<file path="src/rtl/pipe_mux_tree.sv">
// pipe_mux_tree: pipelined NUM_IN:1 word selector built as a 2:1 tree with valid/ready flow control.
// Define PIPE_MUX_RANGE_CHECK_EN to flag out-of-range selections on out_err.
module pipe_mux_tree #(
    parameter int NUM_IN      = 32,
    parameter int WIDTH       = 32,
    parameter int PIPE_STAGES = 2,
    localparam int SEL_BITS   = $clog2(NUM_IN)
) (
    input  logic                    clk,
    input  logic                    reset,
    input  logic [NUM_IN*WIDTH-1:0] in_data,
    input  logic [SEL_BITS-1:0]     in_sel,
    input  logic                    in_valid,
    output logic                    in_ready,
    output logic [WIDTH-1:0]        out_data,
    output logic                    out_valid,
    input  logic                    out_ready,
    output logic                    out_err
);
    localparam int PADDED = 1 << SEL_BITS;
    localparam int LAST   = PIPE_STAGES - 1;

    logic [PIPE_STAGES-1:0] v_vec;
    logic [PIPE_STAGES-1:0] en_vec;
    logic [WIDTH-1:0]       padded [PADDED];

    // A stage may load when it is empty or everything ahead of it is moving this cycle.
    always_comb begin
        logic room;
        room   = out_ready;
        en_vec = '0;
        for (int k = LAST; k >= 0; k--) begin
            room      = room | ~v_vec[k];
            en_vec[k] = room;
        end
    end

    for (genvar i = 0; i < PADDED; i++) begin : g_pad
        if (i < NUM_IN) begin : g_word
            assign padded[i] = in_data[i*WIDTH +: WIDTH];
        end else begin : g_zero
            assign padded[i] = '0;
        end
    end

`ifdef PIPE_MUX_RANGE_CHECK_EN
    logic in_err;
    if (NUM_IN == PADDED) begin : g_no_range
        assign in_err = 1'b0;
    end else begin : g_range
        localparam logic [SEL_BITS:0] LIMIT = (SEL_BITS + 1)'(NUM_IN);
        assign in_err = ({1'b0, in_sel} >= LIMIT);
    end
`endif

    for (genvar k = 0; k < PIPE_STAGES; k++) begin : stg
        localparam int LO   = (k * SEL_BITS) / PIPE_STAGES;
        localparam int HI   = ((k + 1) * SEL_BITS) / PIPE_STAGES;
        localparam int NIN  = PADDED >> LO;
        localparam int NOUT = PADDED >> HI;

        logic [WIDTH-1:0]     src_data [NIN];
        logic [SEL_BITS-1:LO] src_sel;
        logic                 src_valid;
        logic [WIDTH-1:0]     red [NIN];
        logic [WIDTH-1:0]     data_q [NOUT];
        logic                 v_q;

        if (k == 0) begin : g_src
            assign src_data  = padded;
            assign src_sel   = in_sel;
            assign src_valid = in_valid;
        end else begin : g_src
            assign src_data  = stg[k-1].data_q;
            assign src_sel   = stg[k-1].g_fwd.sel_q;
            assign src_valid = stg[k-1].v_q;
        end

        // Each level halves the word list in place; pair j is (2j, 2j+1).
        always_comb begin
            red = src_data;
            for (int l = LO; l < HI; l++) begin
                for (int j = 0; j < (PADDED >> (l + 1)); j++) begin
                    red[j] = src_sel[l] ? red[2*j+1] : red[2*j];
                end
            end
        end

        always_ff @(posedge clk) begin
            if (reset) begin
                v_q <= 1'b0;
                for (int i = 0; i < NOUT; i++) begin
                    data_q[i] <= '0;
                end
            end else if (en_vec[k]) begin
                v_q <= src_valid;
                for (int i = 0; i < NOUT; i++) begin
                    data_q[i] <= red[i];
                end
            end
        end

        assign v_vec[k] = v_q;

        if (k < LAST) begin : g_fwd
            logic [SEL_BITS-1:HI] sel_q;
            always_ff @(posedge clk) begin
                if (reset) begin
                    sel_q <= '0;
                end else if (en_vec[k]) begin
                    sel_q <= src_sel[SEL_BITS-1:HI];
                end
            end
        end

`ifdef PIPE_MUX_RANGE_CHECK_EN
        logic src_err;
        logic err_q;
        if (k == 0) begin : g_err_src
            assign src_err = in_err;
        end else begin : g_err_src
            assign src_err = stg[k-1].err_q;
        end
        always_ff @(posedge clk) begin
            if (reset) begin
                err_q <= 1'b0;
            end else if (en_vec[k]) begin
                err_q <= src_err;
            end
        end
`endif
    end

    assign in_ready  = en_vec[0] & ~reset;
    assign out_valid = v_vec[LAST];
    assign out_data  = stg[LAST].data_q[0];
`ifdef PIPE_MUX_RANGE_CHECK_EN
    assign out_err   = stg[LAST].err_q;
`else
    assign out_err   = 1'b0;
`endif

endmodule

</file>
<file path="config.mk">
export PLATFORM = sky130hd
export DESIGN_NAME = pipe_mux_tree
export DESIGN_NICKNAME = d
export VERILOG_FILES = /design/src/rtl/pipe_mux_tree.sv
export SDC_FILE = /design/constraint.sdc
export NUM_CORES = 1
export LEC_CHECK = 0
export CAP_MARGIN = 20
export CORE_AREA = 8 8 412 414
export DETAILED_ROUTE_END_ITERATION = 10
export DIE_AREA = 0 0 420 422
export GPL_ROUTABILITY_DRIVEN = 0
export PLACE_DENSITY_LB_ADDON = 0.08
export SYNTH_ARGS = -nofsm -noshare
export SYNTH_HDL_FRONTEND = slang
export SYNTH_SLANG_ARGS = --single-unit
</file>
<file path="constraint.sdc">
create_clock -name clk -period 3.8 [get_ports clk]
set_clock_uncertainty 0.2 [all_clocks]
set_input_delay 0.57 -clock clk [delete_from_list [all_inputs] [get_ports clk]]
set_output_delay 0.57 -clock clk [all_outputs]
set_load 0.02 [all_outputs]
</file>
==> reports/metrics.cfg, run 1 <==
[clocking]
clock_path_buffers=3
cts-root-buf=clkbuf_16
ctsResizeCount=0
clkLatencyLatePin_ns=0.59
clk_pin_slew_worst_paths_ns=0.06
cts_hold_buffers=0
htree_levels=2
cts_sinks=293
post_cts_buffers=0
cts_inserted_buffers=41
cts_tree=yes

[critical_path]
critical-path-max-stage-delay_ns=0.80
path_cells=clkdlybuf4s50_1, nor2b_1, a21oi_4, buf_4
cp_max_fo=19
reg2reg_slack_ns=1.33
r2r-start=out_valid
reg2reg_depth=4
worstPathRequired_ns=3.03
cp_data_arrival_time_ns=2.26
worst_setup_path_start_kind=input pin
setup.worst_path.class=in2out
slowest_stage=a21oi_4
r2r_end=stg[0].data_q[95]
crit_path_end_kind=primary output
setup.worst_path.start=out_ready
endpoint=in_ready

[pwr]
peakVddDrop_mv=0.2802
leakage_nw=11.05
power_density_nw_per_um2=326.4
finalPower_w=0.01028

[yosys]
yosysUniqueCellTypes=23
syn-instance-count=1058
syn_nets=2091
synthesis.area_sq_um=17090
ys_seq_area_share_pct=36.21
avgSynthCellArea_sq_um=16.15
ys_warn_count=0
ys_ff_latch=293

[drt]
drc_errors=0
via_count=15348
wire_per_inst_microns=27.58
drtAntennaViolNets=0
vias_per_cell=3.555
drt-total-wl_microns=119100
drt_iter0_markers=738
firstDrtPassIters=4

[die]
coreArea_sq_um=163500
dieArea_sq_um=177200
rows=149
fp.dieW_microns=420
ioPinCount=1068
die_y_microns=422
start_util_pct=10.45

[sta]
rsz0062_at_grt=no
slew_headroom_pct=32.29
setup_viol=0
min_period_ns=3.029
hold_viol=0
worstMarginPinSlew_ns=1.013
setup_tns_ns=0
post-route-period-util_pct=79.72
max_freq_ghz=0.3301
finalMaxSlewViolations=0

[global_route]
overflow=0
grt_pass1_vias=17268
grt_pass1_wl_microns=158300
antenna_found_initial=21
grt_use_total_pct=12.86
grt_start_max_net_pins=122

[final_layout]
fillers=17605
final_cell_mix=clkdlybuf4s50_1, mux4_2, a22o_1, dfxtp_1, buf_4
final_common_cell=clkdlybuf4s50_1
syn2layout_area_growth_pct=84.27
fin_nets=3126
drive_gt1_share_pct=21.42

[status]
outcome=finished, final reports clean

[job]
cap_violations=0

[place]
dpl.hpwl_microns=100000
port_buffers=1066

[worst_hold_path]
hold_class=reg2reg

## routing by layer
metal,up-vias,routed length [microns],global-route usage (%)
li1,6780,-,-
met1,7881,48730,15.59
met2,585,60700,22.85
met3,100,7029,3.043
met4,2,2606,3.037
met5,-,7,0
## how the worst min path moves through the flow
stage                         end  depth (start not counted)               start
2_1_floorplan  stg[0].data_q[214]                          1  stg[0].data_q[214]
3_3_place_gp     stg[0].data_q[1]                          1    stg[0].data_q[1]
4_1_cts                stg[0].v_q                          3            in_valid
5_1_grt                stg[0].v_q                          3            in_valid
6_report       stg[0].data_q[214]                          1  stg[0].data_q[214]
3_5_place_dp   stg[0].data_q[214]                          1  stg[0].data_q[214]
## logic make-up after synthesis
logic type,Yosys count,share of synthesized area [%]
AO/OA/AOI/OAI,293,14.93
buffers and inverters,137,6.217
flip-flops,293,36.21
multiplexers,320,42.18
other,1,0.02195
AND/OR/NAND/NOR,14,0.4394
## cells in the mapped netlist
library cell | number | area (sq um)
mux4_2 | 320 | 7207
nor2b_1 | 1 | 6.260
nand2b_1 | 1 | 6.260
dfxtp_1 | 261 | 5225
nand2_1 | 3 | 11.26
buf_4 | 8 | 60.06
a22o_1 | 288 | 2522
clkbuf_1 | 10 | 37.54
buf_2 | 71 | 355.3
conb_1 | 1 | 3.750
inv_1 | 1 | 3.750
nor3b_2 | 1 | 12.51
nand3_1 | 3 | 15.01
nand3b_1 | 1 | 7.510
buf_12 | 22 | 440.4
a21oi_2 | 1 | 8.760
edfxtp_1 | 32 | 960.9
buf_8 | 5 | 75.07
a21oi_1 | 4 | 20.02
nor3_1 | 1 | 5.000
buf_6 | 2 | 22.52
buf_1 | 18 | 67.56
nor2_1 | 3 | 11.26
## registers in the layout, summed over array words and instances (netlist names)
name and count:
stg.data_q 288, stg.g_fwd.sel_q 3, out_valid 1, stg.v_q 1
## worst max-delay path: cells and delay by family
kind                   cells  cell delay (ns)
AND/OR/NAND/NOR            1             0.09
AO/OA/AOI/OAI              1             0.80
buffers and inverters      2             0.77
## power by group
part / switching [W] / internal, W
logic: 0.00100 / 0.00176
registers: 0.000178 / 0.00340
clock network: 0.00159 / 0.00235
## layout make-up
class	count	area, sq um	area share [%]
diodes	4	10.01	0.03179
repair buffers	1128	11320	35.95
clock inverters	18	230.2	0.7313
inverters	1	3.754	0.01192
multi-input cells	628	9866	31.34
flip-flops and latches	293	6193	19.67
well taps	2189	2739	8.700
clock buffers	56	1122	3.565
## through the flow
step	util, %	instance area (sq um)	std cells	setup slack, ns	hold WS, ns
floorplan	-	17090	1058	1.607	0.2369
detailed placement	18.42	30120	4239	0.5317	0.2592
CTS	19.25	31470	4313	0.6014	0.2484
global route	19.25	31480	4316	0.6284	0.2838
finish	19.26	31480	4317	0.7706	0.2698
global placement	18.42	30120	4239	0.5025	0.2563
Power figures use the tool's default switching activity.
==> run 2: changes to the inputs <==
CORE_AREA = 8 8 404 406   (was 8 8 412 414)
DIE_AREA = 0 0 412 414   (was 0 0 420 422)
clock period = 3.1 ns   (was 3.8 ns; I/O delays follow)
==> run 2 against run 1 <==
Against the previous run: global-route usage up 0.66 points; utilization up 0.88 points; critical path depth up 1; non-clock buffer count up 23; count of clock-buffer cells in the layout up 8; routed wire length up 1.3%; first-iteration DRC count up 4.5%; via count up 1.9%; sequential share of layout area down 0.096 points; die area down 3.8%; critical endpoint unchanged.
==> reports/metrics.cfg, run 2 (same netlist as run 1, synthesis figures left out) <==
[status]
outcome=finished, final reports clean

[die]
fp.dieW_microns=412
dieArea_sq_um=170600
ioPinCount=1068
coreArea_sq_um=157100
start_util_pct=10.88
die_y_microns=414
rows=146

[critical_path]
setup.worst_path.class=reg2out
cp_max_fo=10
cp_data_arrival_time_ns=1.82
worstPathRequired_ns=2.43
critical-path-max-stage-delay_ns=0.34
slowest_stage=dfxtp_1
r2r-start=stg[0].g_fwd.sel_q[2]
cpMostUsedCell=buf_12
cp_top_family=buffers and inverters
reg2reg_depth=3
reg2reg_slack_ns=0.84
worst_setup_path_start_kind=flip-flop
r2r_end=stg[1].data_q[0][23]
setup.worst_path.start=out_valid
worstPathBufferInverterCount=3
crit_path_end_kind=primary output
path_cells=nor2b_1, buf_4, a21oi_4, buf_12, buf_12

[job]
cap_violations=0

[clocking]
cts_inserted_buffers=42
cts_hold_buffers=0
ctsResizeCount=0
cts_tree=yes
htree_levels=2
cts-root-buf=clkbuf_16
clk_pin_slew_worst_paths_ns=0.05
clkLatencyLatePin_ns=0.58
clock_path_buffers=3
cts_sinks=293
post_cts_buffers=0

[final_layout]
syn2layout_area_growth_pct=85.17
fillers=16809
final_common_cell=clkdlybuf4s50_1
fin_cells=4220
fin_nets=3150
drive_gt1_share_pct=22.31
top_register=stg.data_q
reg_top3=stg.data_q (288), stg.g_fwd.sel_q (3)
final_cell_mix=clkdlybuf4s50_1, mux4_2, a22o_1, dfxtp_1, buf_4
largest_reg_flops=288

[sta]
slew_headroom_pct=50.71
max_freq_ghz=0.4025
rsz0062_at_grt=no
whs_ns=0.2528
setup_tns_ns=0
hold_viol=0
post-route-period-util_pct=80.14
worstMarginPinSlew_ns=0.7394
setup_viol=0
finalMaxSlewViolations=0
min_period_ns=2.484
fin_ws_ns=0.6158

[worst_hold_path]
hp-start=in_valid
hold-path-cell-count=3
hold_class=in2reg
whs_endpoint=stg[0].v_q

[drt]
via_count=15647
drt_iter0_markers=771
wire_per_inst_microns=28.59
drc_errors=0
vias_per_cell=3.708
drtAntennaViolNets=0
drt-total-wl_microns=120700
firstDrtPassIters=5

[global_route]
antenna_found_initial=38
grt_use_total_pct=13.52
overflow=0
grt_start_max_net_pins=89
grt_pass1_vias=17502
busiest_layer=met2
grt_pass1_wl_microns=159800
met3_usage_pct=3.786
use_met1_pct=16.32
use_met2_pct=24.21

[pwr]
p_comb_share_pct=26.8
power_frac_clock_pct=38.9
seqPwrFrac_pct=34.3
leakage_nw=11.23
p_switching_w=0.003305
power_density_nw_per_um2=402.1
intPower_w=0.009414
swShare_pct=25.99
peakVddDrop_mv=0.2891

[place]
pre_cts_ws_ns=0.4493
place_inst=4145
dpl.hpwl_microns=102900
port_buffers=1066

run 2: power groups by stage:
stage / clock network (W) / logic, W / registers [W]
6_report: 0.00495 / 0.00341 / 0.00436
5_1_grt: 0.00530 / 0.00362 / 0.00440
4_1_cts: 0.00520 / 0.00351 / 0.00437
3_5_place_dp: 0 / 0.00350 / 0.00444
3_3_place_gp: 0 / 0.00347 / 0.00444
2_1_floorplan: 0 / 0.00134 / 0.00440
run 2: layer usage:
| metal | wire length [microns] | vias up |
|---|---|---|
| met5 | 121 | - |
| met4 | 1588 | 20 |
| met3 | 8407 | 109 |
| met2 | 61350 | 697 |
| met1 | 49190 | 8004 |
| li1 | - | 6817 |
run 2: stage by stage:
stage          util [%]  cell area, sq um  total power, W
6_report          20.14             31640         0.01272
5_1_grt           20.14             31630         0.01332
4_1_cts           20.14             31630         0.01308
3_5_place_dp      19.24             30220        0.007940
3_3_place_gp      19.24             30220        0.007915
2_1_floorplan         -             17090        0.005743
run 2: worst max path at each step:
stage | end | slack [ns] | cells past startpoint
after global routing | in_ready | 0.51 | 5
after CTS | in_ready | 0.52 | 5
after global placement | stg[0].data_q[253] | 0.47 | 5
after floorplan | stg[1].data_q[0][0] | 1.01 | 2
final | in_ready | 0.62 | 5
after detailed placement | stg[0].data_q[253] | 0.45 | 5
run 2: final cells by class:
class / instances / area, sq um / share of cell area [%]
antenna: 1 / 2.502 / 0.007910
clock buffer: 64 / 1276 / 4.034
clock inverter: 10 / 136.4 / 0.4311
inverter: 1 / 3.754 / 0.01186
multi-input combinational: 628 / 9866 / 31.18
sequential: 293 / 6193 / 19.58
tap: 2072 / 2592 / 8.195
timing repair buffer: 1151 / 11570 / 36.56
run 2: tightest hold or removal path, cell delays in order:
cell	delay [ns]
clkdlybuf4s50_1	0.40
inv_1	0.06
a21oi_1	0.05
==> run 3: changes to the inputs <==
clock period = 2.6 ns   (was 3.1 ns; I/O delays follow)
==> run 3 against run 2 <==
Against the previous run: combinational power grew 21%; first-iteration DRC count grew 11%; largest power group unchanged; register-to-register slack worse by 0.40 ns; sequential cell count stayed put; routed wire length decreased by 0.81%; utilization up 0.14 points; highest routed layer unchanged; design area increased by 0.72%.
==> reports/metrics.cfg, run 3 (same netlist as run 1, synthesis figures left out) <==
[critical_path]
worstPathBufferInverterCount=2
setup.worst_path.start=out_valid
cpMostUsedCell=buf_12
setup.worst_path.class=reg2out
crit_path_end_kind=primary output
reg2reg_depth=3
slowest_stage=dfxtp_1
cp_max_fo=42
worst_setup_path_start_kind=flip-flop
worstPathRequired_ns=2.01
reg2reg_slack_ns=0.44
r2r-start=stg[0].g_fwd.sel_q[2]
cp_top_family=buffers and inverters
path_cells=nor2b_1, a21oi_4, buf_12, buf_12
r2r_end=stg[1].data_q[0][14]
cp_data_arrival_time_ns=1.81
critical-path-max-stage-delay_ns=0.32

[die]
ioPinCount=1068
fp.dieW_microns=412
rows=146
start_util_pct=10.88
coreArea_sq_um=157100
dieArea_sq_um=170600
die_y_microns=414

[drt]
drt_iter0_markers=855
wire_per_inst_microns=28.21
vias_per_cell=3.685
drtAntennaViolNets=0
via_count=15631
drc_errors=0
firstDrtPassIters=4
drt-total-wl_microns=119700

[final_layout]
top_register=stg.data_q
final_common_cell=clkdlybuf4s50_1
drive_gt1_share_pct=23.18
fillers=16856
fin_nets=3168
stdcell_area_sq_um=31860
fin_cells=4242
largest_reg_flops=288
multiInputGateArea_sq_um=9866
regArea_sq_um=6193
syn2layout_area_growth_pct=86.50
reg_top3=stg.data_q (288), stg.g_fwd.sel_q (3)
final_cell_mix=clkdlybuf4s50_1, mux4_2, a22o_1, dfxtp_1, buf_4

[worst_hold_path]
hp-start=in_sel[0]
hold_class=in2reg
whs_endpoint=stg[0].data_q[232]
hold-path-cell-count=3

[clocking]
cts_sinks=293
cts_tree=yes
cts_inserted_buffers=40
clk_pin_slew_worst_paths_ns=0.06
cts_hold_buffers=0
post_cts_buffers=0
clkLatencyLatePin_ns=0.58
htree_levels=2
ctsResizeCount=0
clock_path_buffers=3
cts-root-buf=clkbuf_16

[status]
outcome=finished, final reports clean

[sta]
setup_tns_ns=0
hold_viol=0
rsz0062_at_grt=no
finalMaxSlewViolations=0
max_freq_ghz=0.4173
setup_viol=0
min_period_ns=2.397
post-route-period-util_pct=92.18
whs_ns=0.06629

[global_route]
grt_pass1_vias=17661
grt_start_max_net_pins=54
busiest_layer=met2
antenna_found_initial=37
overflow=0
use_met1_pct=15.84
grt_use_total_pct=13.41
use_met2_pct=23.63
met3_usage_pct=3.691
grt_pass1_wl_microns=158500

[pwr]
finalPower_w=0.01501
power_density_nw_per_um2=471.1
leakage_nw=11.34
peakVddDrop_mv=0.3635

[place]
dpl.hpwl_microns=103400
place_area_sq_um=30500
port_buffers=1066
place_inst=4165

[job]
cap_violations=0

[run 3: layer usage]
layer  share of wire [%]  vias up
met5               0.084        -
met4                 2.6       18
met3                 7.0      134
met2                  50      736
met1                  40     7890
li1                    -     6853
[run 3: metrics by stage]
step	worst slack (ns)	utilization, %
finish	0.2034	20.28
floorplan	0.5768	-
detailed placement	0.2559	19.41
CTS	0.1144	20.28
global placement	0.2700	19.41
global route	0.1066	20.28
[run 3: how the worst max path moves through the flow]
stage                     slack [ns]                  end  cells past startpoint
final                           0.20             in_ready                      4
after global routing            0.11             in_ready                      4
after CTS                       0.11             in_ready                      4
after detailed placement        0.26   stg[0].data_q[114]                      6
after global placement          0.27   stg[0].data_q[140]                      6
after floorplan                 0.58  stg[1].data_q[0][0]                      3
[run 3: layout make-up]
cell class              instances  area share [%]
clock inverters                20          0.6754
flip-flops and latches        293           19.44
repair buffers               1171           37.16
multi-input cells             628           30.96
diodes                          4         0.03141
well taps                    2072           8.136
inverters                       1         0.01178
clock buffers                  53           3.581
[run 3: where the power goes]
group / switching [W] / internal [W]
registers: 0.000232 / 0.00496
logic: 0.00149 / 0.00262
clock network: 0.00230 / 0.00341
total: 0.00402 / 0.0110
[run 3: tightest hold or removal path, delay by kind of cell]
kind / cells / cell delay (ns)
multiplexers: 1 / 0.22
AO/OA/AOI/OAI: 1 / 0.11
buffers and inverters: 1 / 0.09
